`src/rtl/jtag_pkg.sv`:
```
// -----------------------------------------------------------------------------
// jtag_pkg
// Shared JTAG scan-chain definitions: the default instruction register width,
// instruction opcodes, the IR capture pattern and the data-register select
// type used inside the scan chain.
// -----------------------------------------------------------------------------
package jtag_pkg;

    // Default instruction register width.
    localparam int JTAG_IR_WIDTH = 5;

    // Instruction opcodes. Any opcode not listed here selects BYPASS.
    localparam logic [4:0] JTAG_IR_IDCODE = 5'h01;
    localparam logic [4:0] JTAG_IR_USER   = 5'h10;
    localparam logic [4:0] JTAG_IR_BYPASS = 5'h1F;

    // Value loaded into the IR shift register on capture. The fixed "01" in the
    // two LSBs lets a host find IR boundaries on a multi-device chain.
    localparam logic [1:0] JTAG_IR_CAPTURE = 2'b01;

    // Which data register sits between TDI and TDO.
    typedef enum logic [1:0] {
        DR_SEL_BYPASS = 2'd0,
        DR_SEL_IDCODE = 2'd1,
        DR_SEL_USER   = 2'd2
    } dr_sel_e;

endpackage : jtag_pkg

```
`src/rtl/jtag_scan_chain_if.sv`:
```
// -----------------------------------------------------------------------------
// jtag_scan_chain_if
// Bundle between the TAP controller / debug logic (master) and the scan chain
// (slave).
//   tdi, tap_reset, shift/capture/update strobes : master -> slave
//   user_capture_data                            : master -> slave
//   tdo, tdo_en, ir_active                       : slave  -> master
//   user_update_data, user_update_valid          : slave  -> master
// -----------------------------------------------------------------------------
interface jtag_scan_chain_if #(
    parameter int IR_WIDTH      = 5,
    parameter int USER_DR_WIDTH = 32
);
    logic                     tdi;
    logic                     shift_dr;
    logic                     shift_ir;
    logic                     capture_dr;
    logic                     capture_ir;
    logic                     update_dr;
    logic                     update_ir;
    logic                     tap_reset;
    logic                     tdo;
    logic                     tdo_en;
    logic [IR_WIDTH-1:0]      ir_active;
    logic [USER_DR_WIDTH-1:0] user_capture_data;
    logic [USER_DR_WIDTH-1:0] user_update_data;
    logic                     user_update_valid;

    modport master (
        output tdi, shift_dr, shift_ir, capture_dr, capture_ir,
               update_dr, update_ir, tap_reset, user_capture_data,
        input  tdo, tdo_en, ir_active, user_update_data, user_update_valid
    );

    modport slave (
        input  tdi, shift_dr, shift_ir, capture_dr, capture_ir,
               update_dr, update_ir, tap_reset, user_capture_data,
        output tdo, tdo_en, ir_active, user_update_data, user_update_valid
    );
endinterface : jtag_scan_chain_if

```
`src/rtl/jtag_shift_reg.sv`:
```
// -----------------------------------------------------------------------------
// jtag_shift_reg
// Generic LSB-first shift register for the JTAG scan chain.
//   clk, rst_n   : clock, asynchronous active-low reset (clears to 0)
//   clr_i        : synchronous clear, highest priority
//   load_i       : parallel load of load_data_i
//   shift_i      : shift right by one, sin_i enters at the MSB
//   data_o       : register contents (bit 0 is the serial output)
// Priority: clear > load > shift.
// -----------------------------------------------------------------------------
module jtag_shift_reg #(
    parameter int WIDTH = 8
) (
    input  logic             clk,
    input  logic             rst_n,
    input  logic             clr_i,
    input  logic             load_i,
    input  logic [WIDTH-1:0] load_data_i,
    input  logic             shift_i,
    input  logic             sin_i,
    output logic [WIDTH-1:0] data_o
);

    logic [WIDTH-1:0] data_q;
    logic [WIDTH-1:0] data_d;
    logic [WIDTH-1:0] shifted;

    // Right-shift network: each bit takes its upper neighbour, the MSB takes
    // the serial input.
    for (genvar gi = 0; gi < WIDTH; gi++) begin : g_shift
        if (gi == WIDTH - 1) begin : g_msb
            assign shifted[gi] = sin_i;
        end else begin : g_mid
            assign shifted[gi] = data_q[gi+1];
        end
    end

    always_comb begin
        data_d = data_q;
        if (clr_i) begin
            data_d = '0;
        end else if (load_i) begin
            data_d = load_data_i;
        end else if (shift_i) begin
            data_d = shifted;
        end
    end

    always_ff @(posedge clk or negedge rst_n) begin
        if (!rst_n) begin
            data_q <= '0;
        end else begin
            data_q <= data_d;
        end
    end

    assign data_o = data_q;

endmodule : jtag_shift_reg

```
`src/rtl/jtag_scan_chain.sv`:
```
// -----------------------------------------------------------------------------
// jtag_scan_chain
// Instruction register plus BYPASS / IDCODE / USER data registers and the TDO
// multiplexer, driven by the TAP controller strobes.
//   clk, rst_n : TCK-domain clock, asynchronous active-low reset
//   bus        : jtag_scan_chain_if slave port (strobes, tdi/tdo, ir_active,
//                USER parallel capture/update data)
// -----------------------------------------------------------------------------
module jtag_scan_chain
    import jtag_pkg::*;
#(
    parameter int          IR_WIDTH      = JTAG_IR_WIDTH,
    parameter logic [31:0] IDCODE_VALUE  = 32'h1DEAD3FF,
    parameter int          USER_DR_WIDTH = 32
) (
    input  logic              clk,
    input  logic              rst_n,
    jtag_scan_chain_if.slave  bus
);

    localparam logic [IR_WIDTH-1:0] OP_IDCODE  = IR_WIDTH'(JTAG_IR_IDCODE);
    localparam logic [IR_WIDTH-1:0] OP_USER    = IR_WIDTH'(JTAG_IR_USER);
    localparam logic [IR_WIDTH-1:0] IR_CAPTURE = IR_WIDTH'(JTAG_IR_CAPTURE);

    // -------------------------------------------------------------------------
    // Strobe arbitration. The TAP never asserts two strobes together, but if it
    // does, IR beats DR and within a path capture > shift > update.
    // -------------------------------------------------------------------------
    logic ir_any;
    logic ir_cap;
    logic ir_shift;
    logic ir_upd;
    logic dr_cap;
    logic dr_shift;
    logic dr_upd;

    assign ir_any   = bus.capture_ir | bus.shift_ir | bus.update_ir;
    assign ir_cap   = bus.capture_ir;
    assign ir_shift = bus.shift_ir & ~bus.capture_ir;
    assign ir_upd   = bus.update_ir & ~bus.capture_ir & ~bus.shift_ir;
    assign dr_cap   = bus.capture_dr & ~ir_any;
    assign dr_shift = bus.shift_dr & ~ir_any & ~bus.capture_dr;
    assign dr_upd   = bus.update_dr & ~ir_any & ~bus.capture_dr & ~bus.shift_dr;

    // -------------------------------------------------------------------------
    // Active instruction and data register select. ir_active only moves on
    // update_ir or reset, so a DR scan can never switch register mid-scan.
    // -------------------------------------------------------------------------
    logic [IR_WIDTH-1:0] ir_active_q;
    logic [IR_WIDTH-1:0] ir_active_d;
    logic [IR_WIDTH-1:0] ir_sr;
    dr_sel_e             dr_sel;

    always_comb begin
        if (ir_active_q == OP_IDCODE) begin
            dr_sel = DR_SEL_IDCODE;
        end else if (ir_active_q == OP_USER) begin
            dr_sel = DR_SEL_USER;
        end else begin
            dr_sel = DR_SEL_BYPASS;  // includes every undefined opcode
        end
    end

    logic sel_idcode;
    logic sel_user;
    logic sel_bypass;

    assign sel_idcode = (dr_sel == DR_SEL_IDCODE);
    assign sel_user   = (dr_sel == DR_SEL_USER);
    assign sel_bypass = (dr_sel == DR_SEL_BYPASS);

    // -------------------------------------------------------------------------
    // Instruction register shift stage
    // -------------------------------------------------------------------------
    jtag_shift_reg #(
        .WIDTH (IR_WIDTH)
    ) u_ir_sr (
        .clk         (clk),
        .rst_n       (rst_n),
        .clr_i       (bus.tap_reset),
        .load_i      (ir_cap),
        .load_data_i (IR_CAPTURE),
        .shift_i     (ir_shift),
        .sin_i       (bus.tdi),
        .data_o      (ir_sr)
    );

    always_comb begin
        ir_active_d = ir_active_q;
        if (bus.tap_reset) begin
            ir_active_d = OP_IDCODE;
        end else if (ir_upd) begin
            ir_active_d = ir_sr;
        end
    end

    // -------------------------------------------------------------------------
    // IDCODE data register
    // -------------------------------------------------------------------------
    logic [31:0] idcode_sr;

    jtag_shift_reg #(
        .WIDTH (32)
    ) u_idcode_sr (
        .clk         (clk),
        .rst_n       (rst_n),
        .clr_i       (bus.tap_reset),
        .load_i      (dr_cap & sel_idcode),
        .load_data_i (IDCODE_VALUE),
        .shift_i     (dr_shift & sel_idcode),
        .sin_i       (bus.tdi),
        .data_o      (idcode_sr)
    );

    // Only bit 0 of IDCODE is ever observed; the rest just ripples through.
    logic idcode_upper_unused;
    assign idcode_upper_unused = ^idcode_sr[31:1];

    // -------------------------------------------------------------------------
    // USER data register
    // -------------------------------------------------------------------------
    logic [USER_DR_WIDTH-1:0] user_sr;

    jtag_shift_reg #(
        .WIDTH (USER_DR_WIDTH)
    ) u_user_sr (
        .clk         (clk),
        .rst_n       (rst_n),
        .clr_i       (bus.tap_reset),
        .load_i      (dr_cap & sel_user),
        .load_data_i (bus.user_capture_data),
        .shift_i     (dr_shift & sel_user),
        .sin_i       (bus.tdi),
        .data_o      (user_sr)
    );

    // -------------------------------------------------------------------------
    // BYPASS flop, USER update register and its valid pulse
    // -------------------------------------------------------------------------
    logic                     bypass_q;
    logic                     bypass_d;
    logic [USER_DR_WIDTH-1:0] user_update_data_q;
    logic [USER_DR_WIDTH-1:0] user_update_data_d;
    logic                     user_update_valid_q;
    logic                     user_update_valid_d;
    logic                     user_commit;

    // tap_reset suppresses the commit; the held value survives TAP reset.
    assign user_commit = dr_upd & sel_user & ~bus.tap_reset;

    always_comb begin
        bypass_d = bypass_q;
        if (bus.tap_reset) begin
            bypass_d = 1'b0;
        end else if (dr_cap && sel_bypass) begin
            bypass_d = 1'b0;
        end else if (dr_shift && sel_bypass) begin
            bypass_d = bus.tdi;
        end
    end

    always_comb begin
        user_update_data_d  = user_update_data_q;
        user_update_valid_d = user_commit;
        if (user_commit) begin
            user_update_data_d = user_sr;
        end
    end

    always_ff @(posedge clk or negedge rst_n) begin
        if (!rst_n) begin
            ir_active_q         <= OP_IDCODE;
            bypass_q            <= 1'b0;
            user_update_data_q  <= '0;
            user_update_valid_q <= 1'b0;
        end else begin
            ir_active_q         <= ir_active_d;
            bypass_q            <= bypass_d;
            user_update_data_q  <= user_update_data_d;
            user_update_valid_q <= user_update_valid_d;
        end
    end

    // -------------------------------------------------------------------------
    // TDO selection (combinational, no added latency on the first shift bit)
    // -------------------------------------------------------------------------
    logic dr_tdo;
    logic tdo_d;

    always_comb begin
        unique case (dr_sel)
            DR_SEL_IDCODE: dr_tdo = idcode_sr[0];
            DR_SEL_USER:   dr_tdo = user_sr[0];
            default:       dr_tdo = bypass_q;
        endcase
    end

    always_comb begin
        tdo_d = 1'b0;
        if (bus.shift_ir) begin
            tdo_d = ir_sr[0];
        end else if (bus.shift_dr) begin
            tdo_d = dr_tdo;
        end
    end

    assign bus.tdo               = tdo_d;
    assign bus.tdo_en            = bus.shift_dr | bus.shift_ir;
    assign bus.ir_active         = ir_active_q;
    assign bus.user_update_data  = user_update_data_q;
    assign bus.user_update_valid = user_update_valid_q;

endmodule : jtag_scan_chain

```
`src/flat_wrapper.sv`:
```
// flat-port wrapper written by rule: the top's interface ports become plain ports
module jtag_scan_chain_flat import jtag_pkg::*;
#(
    parameter int          IR_WIDTH      = JTAG_IR_WIDTH,
    parameter logic [31:0] IDCODE_VALUE  = 32'h1DEAD3FF,
    parameter int          USER_DR_WIDTH = 32
)
  (clk, rst_n, bus_tdi, bus_shift_dr, bus_shift_ir, bus_capture_dr, bus_capture_ir, bus_update_dr, bus_update_ir, bus_tap_reset, bus_user_capture_data, bus_tdo, bus_tdo_en, bus_ir_active, bus_user_update_data, bus_user_update_valid);
  jtag_scan_chain_if #(.IR_WIDTH(IR_WIDTH), .USER_DR_WIDTH(USER_DR_WIDTH)) bus_i ();
  input  logic clk;
  input  logic rst_n;
  input wire logic [$bits(bus_i.tdi)-1:0] bus_tdi;
  input wire logic [$bits(bus_i.shift_dr)-1:0] bus_shift_dr;
  input wire logic [$bits(bus_i.shift_ir)-1:0] bus_shift_ir;
  input wire logic [$bits(bus_i.capture_dr)-1:0] bus_capture_dr;
  input wire logic [$bits(bus_i.capture_ir)-1:0] bus_capture_ir;
  input wire logic [$bits(bus_i.update_dr)-1:0] bus_update_dr;
  input wire logic [$bits(bus_i.update_ir)-1:0] bus_update_ir;
  input wire logic [$bits(bus_i.tap_reset)-1:0] bus_tap_reset;
  input wire logic [$bits(bus_i.user_capture_data)-1:0] bus_user_capture_data;
  output wire logic [$bits(bus_i.tdo)-1:0] bus_tdo;
  output wire logic [$bits(bus_i.tdo_en)-1:0] bus_tdo_en;
  output wire logic [$bits(bus_i.ir_active)-1:0] bus_ir_active;
  output wire logic [$bits(bus_i.user_update_data)-1:0] bus_user_update_data;
  output wire logic [$bits(bus_i.user_update_valid)-1:0] bus_user_update_valid;
  assign bus_i.tdi = bus_tdi;
  assign bus_i.shift_dr = bus_shift_dr;
  assign bus_i.shift_ir = bus_shift_ir;
  assign bus_i.capture_dr = bus_capture_dr;
  assign bus_i.capture_ir = bus_capture_ir;
  assign bus_i.update_dr = bus_update_dr;
  assign bus_i.update_ir = bus_update_ir;
  assign bus_i.tap_reset = bus_tap_reset;
  assign bus_i.user_capture_data = bus_user_capture_data;
  assign bus_tdo = bus_i.tdo;
  assign bus_tdo_en = bus_i.tdo_en;
  assign bus_ir_active = bus_i.ir_active;
  assign bus_user_update_data = bus_i.user_update_data;
  assign bus_user_update_valid = bus_i.user_update_valid;
  jtag_scan_chain #(.IR_WIDTH(IR_WIDTH), .IDCODE_VALUE(IDCODE_VALUE), .USER_DR_WIDTH(USER_DR_WIDTH)) u_core (.clk(clk), .rst_n(rst_n), .bus(bus_i));
endmodule
```
`config.mk`:
```
export PLATFORM = sky130hd
export DESIGN_NAME = jtag_scan_chain_flat
export DESIGN_NICKNAME = d
export VERILOG_FILES = /design/src/rtl/jtag_pkg.sv /design/src/rtl/jtag_scan_chain_if.sv /design/src/rtl/jtag_shift_reg.sv /design/src/rtl/jtag_scan_chain.sv /design/src/flat_wrapper.sv
export SDC_FILE = /design/constraint.sdc
export NUM_CORES = 1
export LEC_CHECK = 0
export ABC_AREA = 1
export BUFFER_PORTS_ARGS = -buffer_cell sky130_fd_sc_hd__clkbuf_2
export CELL_PAD_IN_SITES_DETAIL_PLACEMENT = 1
export CELL_PAD_IN_SITES_GLOBAL_PLACEMENT = 2
export CORE_ASPECT_RATIO = 1.5
export CORE_MARGIN = 3
export CORE_UTILIZATION = 35
export DETAILED_ROUTE_END_ITERATION = 12
export PLACE_DENSITY = 0.88
export SYNTH_ARGS = -nofsm -noshare
export SYNTH_HDL_FRONTEND = slang
export SYNTH_SLANG_ARGS = --single-unit
```
`constraint.sdc`:
```
create_clock -name clk -period 3.4 [get_ports clk]
set_input_delay 0.34 -clock clk [delete_from_list [all_inputs] [get_ports clk]]
set_output_delay 0.34 -clock clk [all_outputs]
set_load 0.05 [all_outputs]
```
# Yosys cells after proc, flatten, opt, wreduce, memory -nomap -nowiden
# Index checks and enable logic that the tools add are counted.
# totals
regBits	108
inputBits	42
output_inout_bits	40
wordCells	62
# op_classes
eq_ne	4
muxes	19
bitwise	24
n_reduce_logical	8
# ops
op	count
$mux W32	6
$mux W5	5
$and A1 B1 Y1	15
$reduce_bool A3 Y1	4
$not A1 Y1	6
$eq A5 B1 Y1 const B	1
$eq A5 B5 Y1 const B	1
$mux W1	5
$mux W2	2
$or A1 B1 Y1	3
$eq A2 B1 Y1 const B	1
$eq A2 B2 Y1 const B	1
$logic_and A1 B1 Y1	2
$logic_not A2 Y1	1
$pmux W1 S2	1
$reduce_bool A2 Y1	1

# Logic depth before layout (Yosys ltp)
# Gate-level depths: netlist of run 1.
# logic_depth
word_depth	9
depth_mapped	11

# Hierarchy
# A second synthesis of run 1 with hierarchy kept.
# unflattened
cells_unflattened	734
area_unflattened_um2	5451.5
# by_module_without_submodules
mod	instances	cells_per_inst	area_each_um2	seq_area_each_um2
jtag_shift_reg at u_core.u_idcode_sr ...	2	244	1751.7	800.8
jtag_scan_chain	1	207	1665.3	977.2
jtag_shift_reg at u_core.u_ir_sr	1	39	282.8	125.1

# Worst setup path after synthesis of run 1
# Ideal clock, no wire load.
# synth_timing
path_type	register to output
start	reg u_core.ir_active_q[3], in the netlist u_core.bus.ir_active[3]
end	out bus_tdo
t_arrival_ns	1.644
t_required_ns	3.060
slack_ns	1.416
path_stages_with_launch	9
cell_sequence	dfrtp_1 nor2_2 nand2_1 nor2_1 buf_4 nand2_1 nand3_1 nand2_1 nand2_1
# synth_via
elab_chain_len	7
# synth_rtl
element	line_no	rtl
start: declaration	jtag_scan_chain.sv:49	logic [IR_WIDTH-1:0] ir_active_q;
start signal: assignment	jtag_scan_chain.sv:177	ir_active_q <= ir_active_d;
$eq A5 B5 Y1	jtag_scan_chain.sv:57	end else if (ir_active_q == OP_USER) begin
$mux W2	jtag_scan_chain.sv:57	
$mux W2 (*)	jtag_scan_chain.sv:55	if (ir_active_q == OP_IDCODE) begin
$eq A2 B2 Y1 or $eq A2 B1 Y1 (tied branches)	jtag_scan_chain.sv:191	unique case (dr_sel)
$pmux W1 S2 (*)	jtag_scan_chain.sv:191	
$mux W1 (*)	jtag_scan_chain.sv:202	end else if (bus.shift_dr) begin
$mux W1 (*)	jtag_scan_chain.sv:200	if (bus.shift_ir) begin
end: declaration	flat_wrapper.sv:21	output wire logic [$bits(bus_i.tdo)-1:0] bus_tdo;
# Every way passes the cells marked *; elsewhere a longest branch is shown, timed or not.

# Final worst setup path of run 1
# Same ends and word-level chain as after synthesis.

==> impl_metrics.env, run 1 <==
export IMPL_portBuffers=81
export IMPL_grt_antenna_before_repair=0
export IMPL_regArea_um2=2700
export IMPL_drc_errors=0
export IMPL_cts_buffer_depth=2
export IMPL_hp_class="input pin to async pin"
export IMPL_synth_fp_nets=696
export IMPL_crit_required_ns=3.06
export IMPL_cts_root_buf="clkbuf_16"
export IMPL_cellLeakagePower_nw=3.39
export IMPL_crit_arrival_ns=2.40
export IMPL_rsz0062_at_grt="no"
export IMPL_finalClockSkew_ns=0.0129
export IMPL_synthesis_area_um2=4980
export IMPL_post_synth_top_count_cell="nand2_1"
export IMPL_via_per_inst=4.94
export IMPL_hold_viol=0
export IMPL_pwr_share_seq=0.535
export IMPL_power_frac_comb=0.058
export IMPL_switching_power_mw=0.605
export IMPL_grt_max_degree=72
export IMPL_cp_slowest_cell="dfrtp_1"
export IMPL_ys_seq_area_frac=0.543
export IMPL_worst_pin_slew_ns=0.928
export IMPL_drive_above_1_share=0.166
export IMPL_drtAntennaViolNets=0
export IMPL_max_vdd_ir_drop_v=0.000191
export IMPL_synth_seq_cells=108
export IMPL_fin_crit_ns=2.74
export IMPL_worst_path_most_repeated_cell="nand2_1"
export IMPL_routabilityCongestion=0.787
export IMPL_cpPeakStageDelay_ns=0.41
export IMPL_start_util=0.363
export IMPL_synth_common_cells="nand2_1, dfrtp_1, nand3_1, buf_2, a21oi_1"
export IMPL_cts_tree="done"
export IMPL_final_fill_count=1762
export IMPL_vias=4503
export IMPL_pwr_share_clk=0.407
export IMPL_multi_input_area_um2=2050
export IMPL_wirelength_um=14200
export IMPL_grt_pass1_wl_um=24200
export IMPL_cp_end_kind="output port"
export IMPL_dp_hpwl_um=9850
export IMPL_fp_dieH_um=152
export IMPL_area_growth_synth_to_final_pct=16.3
export IMPL_setup_viol=0
export IMPL_clkTransAtPathRegs_ns=0.07
export IMPL_cpLargestDelayFamily="simple AND/OR/NAND/NOR gates"
export IMPL_whs_ns=0.120
export IMPL_path_cells="nor2_2 -> nand2_1 -> nor2_4 -> buf_4 -> nand2_1 -> nand3_1 -> nand2_1 -> nand2_1 -> clkbuf_2"
export IMPL_ys_flop_type="dfrtp_1"
export IMPL_numCtsBuffers=9
export IMPL_synthArstFlopShare=1.00
export IMPL_status="complete, no violations"
export IMPL_cts_resized=0
export IMPL_synth_top_area_share=0.538
export IMPL_htree_levels=3
export IMPL_cts_setup_buffers=0
export IMPL_slew_headroom=0.382
export IMPL_synthTopCellsByArea="dfrtp_1, nand2_1, nand3_1"
export IMPL_insertion_delay_ns=0.35
export IMPL_synthCells=654
export IMPL_avgSynthCellArea_um2=7.61
export IMPL_slew_violations=0
export IMPL_start_kind="flip-flop"
export IMPL_synth_edf_count=0
export IMPL_rows=52
export IMPL_die_area_um2=15700
export IMPL_grt_pass1_vias=4951
export IMPL_fp_dieW_um=103
export IMPL_cp_num_buf_inv=2
export IMPL_swShare=0.248
export IMPL_wire_per_inst_um=15.6
export IMPL_track_usage=0.192
export IMPL_path_class="flip-flop to output port"
export IMPL_maxCapViolations=0
export IMPL_num_antenna_cells=0
export IMPL_p_per_area_nw_per_um2=421
export IMPL_drt_pre_antenna_iters=4
export IMPL_cts_hold_buf=0
export IMPL_drt_iter0_drc=197
export IMPL_core_region_area_um2=13700
export IMPL_power_internal_mw=1.83
export IMPL_io_pins=82
export IMPL_fmax_mhz=365
export IMPL_power_total_mw=2.44
export IMPL_yosysUniqueCellTypes=21
export IMPL_yosys_area_top_type="dfrtp_1"
export IMPL_period_share=0.806
export IMPL_clkSinkCount=108
export IMPL_ys_warnings_count=0
export IMPL_overflow=0
export IMPL_cp_max_fo=21
export IMPL_tns_ns=0
export IMPL_nets=760
[state kept, by name (all words and copies together), names as in the netlist]
register                      cells
u_core.bus.user_update_data      32
u_core.bypass_q                   1
u_core.bus.ir_active              5
u_core.bus.user_update_valid      1
u_core.u_idcode_sr.data_o        32
u_core.u_ir_sr.data_o             5
u_core.u_user_sr.data_o          32
[metrics by stage]
stage / utilization / instances / setup slack (ns) / area, µm²
final: 0.422 / 911 / 0.658 / 5790
after global routing: 0.422 / 911 / 0.443 / 5790
after CTS: 0.422 / 911 / 0.593 / 5790
after detailed placement: 0.402 / 896 / 0.909 / 5520
after global placement: 0.402 / 896 / 0.998 / 5520
after floorplan: - / 654 / 1.42 / 4980
[area by class of cell]
class	instances	share of cell area
Sequential cell	108	0.467
Multi-Input combinational cell	495	0.354
Timing Repair Buffer	90	0.0821
Tap cell	189	0.0408
Clock buffer	9	0.0389
Inverter	14	0.00907
Clock inverter	6	0.00842
[cell usage in the layout (no fill, tap or decap), drive strengths merged]
master	instances
nand2	380
dfrtp	107
clkbuf	89
nand3	72
a21oi	16
inv	16
nor2	14
buf	10
o21ai	8
nand4	3
clkinvlp	3
o22ai	1
nor3	1
clkinv	1
dfstp	1
[worst paths after layout]
path | start | to | slack, ns | depth (start not counted)
worst max-delay path | u_core.bus.ir_active[3]$_DFFE_PN0P_ | bus_tdo | 0.66 | 9
worst min-delay path | rst_n | u_core.u_idcode_sr.data_o[23]$_DFFE_PN0P_ | 0.12 | 1
worst min register to register | u_core.u_idcode_sr.data_o[9]$_DFFE_PN0P_ | u_core.u_idcode_sr.data_o[9]$_DFFE_PN0P_ | 0.48 | 2
worst max register to register | u_core.bus.ir_active[3]$_DFFE_PN0P_ | u_core.u_user_sr.data_o[5]$_DFFE_PN0P_ | 0.93 | 8
min in group clk | bus_update_ir | u_core.bus.ir_active[1]$_DFFE_PN0P_ | 0.31 | 3
max in group asynchronous | rst_n | u_core.bus.ir_active[0]$_DFFE_PN1P_ | 2.42 | 2
[cells by family (layout without fill, tap and decap cells)]
| family | count (synthesis) | in the layout | synth area share |
|---|---|---|---|
| buffers and inverters | 51 | 119 | 0.0475 |
| flip-flops | 108 | 108 | 0.543 |
| AND/OR/NAND/NOR | 470 | 470 | 0.382 |
| AO/OA/AOI/OAI | 25 | 25 | 0.0276 |
[power groups by stage]
stage	Combinational (mW)	Sequential (mW)	Clock (mW)
3_5_place_dp	0.146	1.33	0
4_1_cts	0.146	1.30	1.03
2_1_floorplan	0.0586	1.33	0
3_3_place_gp	0.143	1.33	0
5_1_grt	0.159	1.30	1.08
6_report	0.142	1.30	0.992
[routing by layer]
layer / global-route usage / part of all wire / up-vias
li1: - / - / 2160
met3: 0.0353 / 0.033 / 22
met2: 0.325 / 0.53 / 81
met4: 0.0691 / 0.026 / 0
met1: 0.238 / 0.42 / 2240
met5: 0 / 0 / -
[worst register-to-register path: cells and delay by family (launching register included)]
kind,cells,cell delay (ns)
AOI/OAI and AO/OA,1,0.75
DFF,1,0.41
and+or+nand+nor,6,0.99
buffers and inverters,1,0.27
Power figures use the tool's default switching activity.
==> run 2: changes to the inputs <==
Settings changed: CORE_UTILIZATION 35 to 29, PLACE_DENSITY 0.88 to 0.78.
Clock period 3.4 ns to 2.2 ns, I/O delays scaled along.
==> run 2 against run 1 <==
  * Non-clock buffer count increased by 14
  * Cell area increased by 3.4%
  * Critical path type unchanged
  * First-iteration DRC count decreased by 3.6%
  * Final cell count increased by 4.0%
  * Sequential cell count unchanged
  * Worst setup slack got worse by 0.47 ns
  * Combinational power increased by 73%
  * Clock power increased by 68%
  * Highest routed layer unchanged
  * Largest cell class unchanged
==> impl_metrics.env, run 2 (synthesis gave the netlist of run 1 again) <==
export IMPL_via_per_inst=4.79
export IMPL_pwr_share_clk=0.425
export IMPL_clkTransAtPathRegs_ns=0.08
export IMPL_hp_class="input pin to flip-flop"
export IMPL_power_total_mw=3.93
export IMPL_max_vdd_ir_drop_v=0.000401
export IMPL_crit_required_ns=1.98
export IMPL_status="complete, no violations"
export IMPL_portBuffers=81
export IMPL_worst_pin_slew_ns=0.902
export IMPL_period_share=0.914
export IMPL_tns_ns=0
export IMPL_hold_viol=0
export IMPL_start_kind="flip-flop"
export IMPL_final_cell_mix="nand2_1, dfrtp_1, clkbuf_2"
export IMPL_finalInstanceArea_um2=5990
export IMPL_drive_above_1_share=0.182
export IMPL_r2r_end="u_core.u_user_sr.data_o[17]$_DFFE_PN0P_"
export IMPL_drtAntennaViolNets=0
export IMPL_r2r_cells=6
export IMPL_p_per_area_nw_per_um2=656
export IMPL_dp_hpwl_um=10000
export IMPL_numPlacedInstances=927
export IMPL_holdPathStages=3
export IMPL_fp_dieW_um=113
export IMPL_power_frac_comb=0.062
export IMPL_numCtsBuffers=9
export IMPL_cp_end_kind="output port"
export IMPL_r2r_start="u_core.bus.ir_active[0]$_DFFE_PN1P_"
export IMPL_whs_endpoint="u_core.bus.ir_active[1]$_DFFE_PN0P_"
export IMPL_fin_crit_ns=2.01
export IMPL_layout_commonest_cell="nand2_1"
export IMPL_crit_arrival_ns=1.79
export IMPL_drt_iter0_drc=190
export IMPL_pwr_share_seq=0.513
export IMPL_wirelength_um=14400
export IMPL_htree_levels=3
export IMPL_fmax_mhz=497
export IMPL_place_area_um2=5660
export IMPL_rsz0062_at_grt="no"
export IMPL_power_internal_mw=2.97
export IMPL_clkSinkCount=108
export IMPL_core_region_area_um2=16800
export IMPL_cellLeakagePower_nw=3.49
export IMPL_area_growth_synth_to_final_pct=20.3
export IMPL_setup_ws_ns=0.189
export IMPL_overflow=0
export IMPL_grt_max_degree=46
export IMPL_swShare=0.243
export IMPL_vias=4533
export IMPL_cts_tree="done"
export IMPL_hp_start="bus_update_ir"
export IMPL_setup_viol=0
export IMPL_grt_pass1_wl_um=24400
export IMPL_rows=58
export IMPL_routabilityCongestion=0.773
export IMPL_finalClockSkew_ns=0.0124
export IMPL_path_class="flip-flop to output port"
export IMPL_io_pins=82
export IMPL_slew_headroom=0.397
export IMPL_whs_ns=0.168
export IMPL_switching_power_mw=0.956
export IMPL_cts_root_buf="clkbuf_16"
export IMPL_drc_errors=0
export IMPL_grt_antenna_before_repair=0
export IMPL_start_util=0.296
export IMPL_slew_violations=0
export IMPL_grt_pass1_vias=4792
export IMPL_place_ws_ns=0.198
export IMPL_cts_buffer_depth=2
export IMPL_insertion_delay_ns=0.35
export IMPL_r2r_slack_ns=0.27
export IMPL_fp_dieH_um=166
export IMPL_drt_pre_antenna_iters=4
export IMPL_die_area_um2=18800
export IMPL_final_util=0.356
export IMPL_final_cells=947
export IMPL_nets=774
export IMPL_num_antenna_cells=0
export IMPL_track_usage=0.158
export IMPL_wire_per_inst_um=15.2
export IMPL_cp_max_fo=3
export IMPL_maxCapViolations=0
run 2: changes by cell type in the layout (fill, tap and decap cells not counted), sizes merged:
cell	delta
dlygate4sd3	+1
buf	+14
bufinv	+1
clkinv	+1
clkinvlp	-2
run 2: routing by layer:
metal  wire length, µm  track usage  share of wire
met1              6270        0.192           0.43
met2              7410        0.284           0.51
met3               419       0.0236          0.029
met4               311       0.0507          0.022
met5                 0            0              0
run 2: worst max path at each step:
stage,depth (start not counted),startpoint,slack [ns],endpoint
after floorplan,8,u_core.bus.ir_active[3]$_DFFE_PN0P_,0.34,bus_tdo
after global placement,6,u_core.bus.ir_active[0]$_DFFE_PN1P_,0.30,u_core.u_user_sr.data_o[26]$_DFFE_PN0P_
after detailed placement,6,u_core.bus.ir_active[0]$_DFFE_PN1P_,0.20,u_core.u_user_sr.data_o[17]$_DFFE_PN0P_
after CTS,8,u_core.bus.ir_active[3]$_DFFE_PN0P_,0.009,bus_tdo
after global routing,9,u_core.bus.ir_active[3]$_DFFE_PN0P_,0.04,bus_tdo
final,9,u_core.bus.ir_active[3]$_DFFE_PN0P_,0.19,bus_tdo
run 2: layout make-up:
type	count	area (µm²)
Multi-Input combinational cell	495	2060
Timing Repair Buffer	104	611
Clock inverter	6	72.6
Tap cell	210	263
Sequential cell	108	2700
Inverter	14	52.6
Fill cell	2075	10800
Clock buffer	10	229
run 2: power groups by stage:
stage	clock, mW	sequential [mW]	combinational, mW
CTS	1.72	2.01	0.253
floorplan	0	2.06	0.0905
finish	1.67	2.01	0.245
global route	1.81	2.02	0.274
detailed placement	0	2.05	0.250
global placement	0	2.05	0.245
run 2: critical path, stage by stage (launching register included):
cell and delay [ns]:
dfrtp_1 0.41, nor2_2 0.15, nand2_1 0.13, nor2_2 0.16, buf_4 0.15, nand2_1 0.05, nand3_1 0.08, nand2_1 0.07
nand2_1 0.11, buf_12 0.14
run 2: timing repair:
action	CTS	global route
endpoints found under the setup margin	0	2
hold endpoints to repair	16	0
buffers inserted	0	3
hold buffers	1	0
gates resized for setup	0	1
==> run 3: changes to the inputs <==
Settings changed: CELL_PAD_IN_SITES_DETAIL_PLACEMENT 1 to default, CELL_PAD_IN_SITES_GLOBAL_PLACEMENT 2 to default, CORE_UTILIZATION 29 to 50, GPL_TIMING_DRIVEN from default to 0.
==> run 3 against run 2 <==
  * The flow now finishes with violations (negative hold slack)
  * First-iteration DRC count is 95% higher
  * Non-clock buffer count grew 13
  * Final cell count is 8.7% lower
  * Clock skew decreased by 0.0033 ns
  * Fmax down 2.5%
  * Clock power is essentially flat
  * Sequential power is essentially flat
  * Routed wire length shrank 23%
  * Critical path type unchanged
==> impl_metrics.env, run 3 (synthesis gave the netlist of run 1 again) <==
export IMPL_finalClockSkew_ns=0.00908
export IMPL_final_util=0.604
export IMPL_core_region_area_um2=9690
export IMPL_track_usage=0.212
export IMPL_whs_ns=-0.0197
export IMPL_final_cell_mix="nand2_1, dfrtp_1, clkbuf_2"
export IMPL_period_share=0.938
export IMPL_crit_required_ns=1.98
export IMPL_routabilityCongestion=0.842
export IMPL_cts_tree="done"
export IMPL_crit_arrival_ns=1.84
export IMPL_r2r_slack_ns=0.39
export IMPL_place_ws_ns=0.394
export IMPL_die_area_um2=11200
export IMPL_slew_violations=0
export IMPL_setup_viol=0
export IMPL_start_kind="flip-flop"
export IMPL_setup_ws_ns=0.137
export IMPL_num_antenna_cells=0
export IMPL_overflow=0
export IMPL_cpPeakStageDelay_ns=0.41
export IMPL_rsz0062_at_grt="no"
export IMPL_grt_pass1_vias=4216
export IMPL_grt_max_degree=109
export IMPL_layout_commonest_cell="nand2_1"
export IMPL_grt_antenna_before_repair=0
export IMPL_r2r_cells=8
export IMPL_cts_root_buf="clkbuf_16"
export IMPL_insertion_delay_ns=0.35
export IMPL_clkSinkCount=108
export IMPL_pwr_share_clk=0.428
export IMPL_htree_levels=3
export IMPL_status="complete, but fails checks"
export IMPL_numPlacedInstances=849
export IMPL_violations="negative hold slack"
export IMPL_power_frac_comb=0.055
export IMPL_path_class="flip-flop to output port"
export IMPL_cts_buffer_depth=2
export IMPL_switching_power_mw=0.855
export IMPL_drt_pre_antenna_iters=7
export IMPL_max_vdd_ir_drop_v=0.000461
export IMPL_swShare=0.220
export IMPL_cp_end_kind="output port"
export IMPL_drc_errors=0
export IMPL_fin_crit_ns=2.06
export IMPL_via_per_inst=5.14
export IMPL_path_cells="nor2_2 -> nand2_1 -> nor2_2 -> buf_4 -> nand2_1 -> nand3_1 -> nand2_1 -> nand2_1 -> clkbuf_4"
export IMPL_wirelength_um=11200
export IMPL_finalInstanceArea_um2=5850
export IMPL_rows=44
export IMPL_drt_iter0_drc=371
export IMPL_tns_ns=0
export IMPL_area_growth_synth_to_final_pct=17.5
export IMPL_hold_viol=31
export IMPL_wire_per_inst_um=12.9
export IMPL_drive_above_1_share=0.180
export IMPL_p_per_area_nw_per_um2=665
export IMPL_cp_max_fo=10
export IMPL_clkTransAtPathRegs_ns=0.07
export IMPL_fmax_mhz=485
export IMPL_cp_slowest_cell="dfrtp_1"
export IMPL_io_pins=82
export IMPL_start_util=0.514
export IMPL_cellLeakagePower_nw=3.51
export IMPL_fp_dieH_um=128
export IMPL_slew_headroom=0.447
export IMPL_grt_pass1_wl_um=19100
export IMPL_final_cells=865
export IMPL_portBuffers=80
export IMPL_worst_pin_slew_ns=0.830
export IMPL_hp_class="input pin to async pin"
export IMPL_fp_dieW_um=87.5
export IMPL_nets=787
export IMPL_power_internal_mw=3.04
export IMPL_pwr_share_seq=0.517
export IMPL_place_area_um2=5530
export IMPL_final_fill_count=885
export IMPL_vias=4447
export IMPL_numCtsBuffers=9
export IMPL_dp_hpwl_um=7900
export IMPL_power_total_mw=3.89
export IMPL_drtAntennaViolNets=0
export IMPL_worst_path_most_repeated_cell="nand2_1"
export IMPL_maxCapViolations=0
-- run 3: cell types whose count changed in the layout (fill, tap and decap cells not counted), moves of 4 or more --
cell,change
buf_2,+21
buf_4,-17
clkbuf_1,+9
clkbuf_8,+4
-- run 3: power by group through the flow --
stage               Sequential [mW]  Combinational, mW  Clock (mW)
floorplan                      2.06             0.0905           0
global placement               2.05              0.211           0
detailed placement             2.05              0.216           0
CTS                            2.01              0.217        1.69
global route                   2.01              0.240        1.78
finish                         2.01              0.214        1.67
-- run 3: layout make-up --
class                           count  area (µm²)  share of cell area
Multi-Input combinational cell    495        2040               0.349
Clock buffer                       13         270              0.0462
Inverter                           14        52.6             0.00898
Tap cell                          115         144              0.0246
Timing Repair Buffer               80         412              0.0703
Clock inverter                      3        43.8             0.00748
Sequential cell                   108        2700               0.462
Buffer                             37         184              0.0314
-- run 3: routing by layer --
metal | wire length [µm] | global-route usage
met1 | 4630 | 0.264
met2 | 5700 | 0.365
met3 | 620 | 0.0431
met4 | 212 | 0.0678
met5 | 0 | 0
-- run 3: repair_timing --
| item | CTS | global route |
|---|---|---|
| endpoints found under the setup margin | 0 | 1 |
| hold buffers | 0 | 0 |
| setup buffers | 0 | 0 |
| gates resized for setup | 0 | 3 |
-- run 3: critical path, delay by kind of cell, from the launching register on --
kind | cells | cell delay [ns]
buffers and inverters | 2 | 0.42
and+or+nand+nor | 7 | 0.67
DFF | 1 | 0.41
-- run 3: path summary, 6_finish.rpt --
kind	startpoint	to
hold reg to reg	u_core.bus.user_update_data[15]$_DFFE_PN0P_	u_core.bus.user_update_data[15]$_DFFE_PN0P_
setup / recovery	u_core.bus.ir_active[3]$_DFFE_PN0P_	bus_tdo
hold / removal	rst_n	u_core.bus.user_update_data[4]$_DFFE_PN0P_
max in group asynchronous	rst_n	u_core.u_user_sr.data_o[26]$_DFFE_PN0P_
min in group clk	bus_shift_ir	u_core.u_ir_sr.data_o[2]$_DFFE_PN0P_
setup reg to reg	u_core.bus.ir_active[0]$_DFFE_PN1P_	u_core.bus.user_update_data[24]$_DFFE_PN0P_
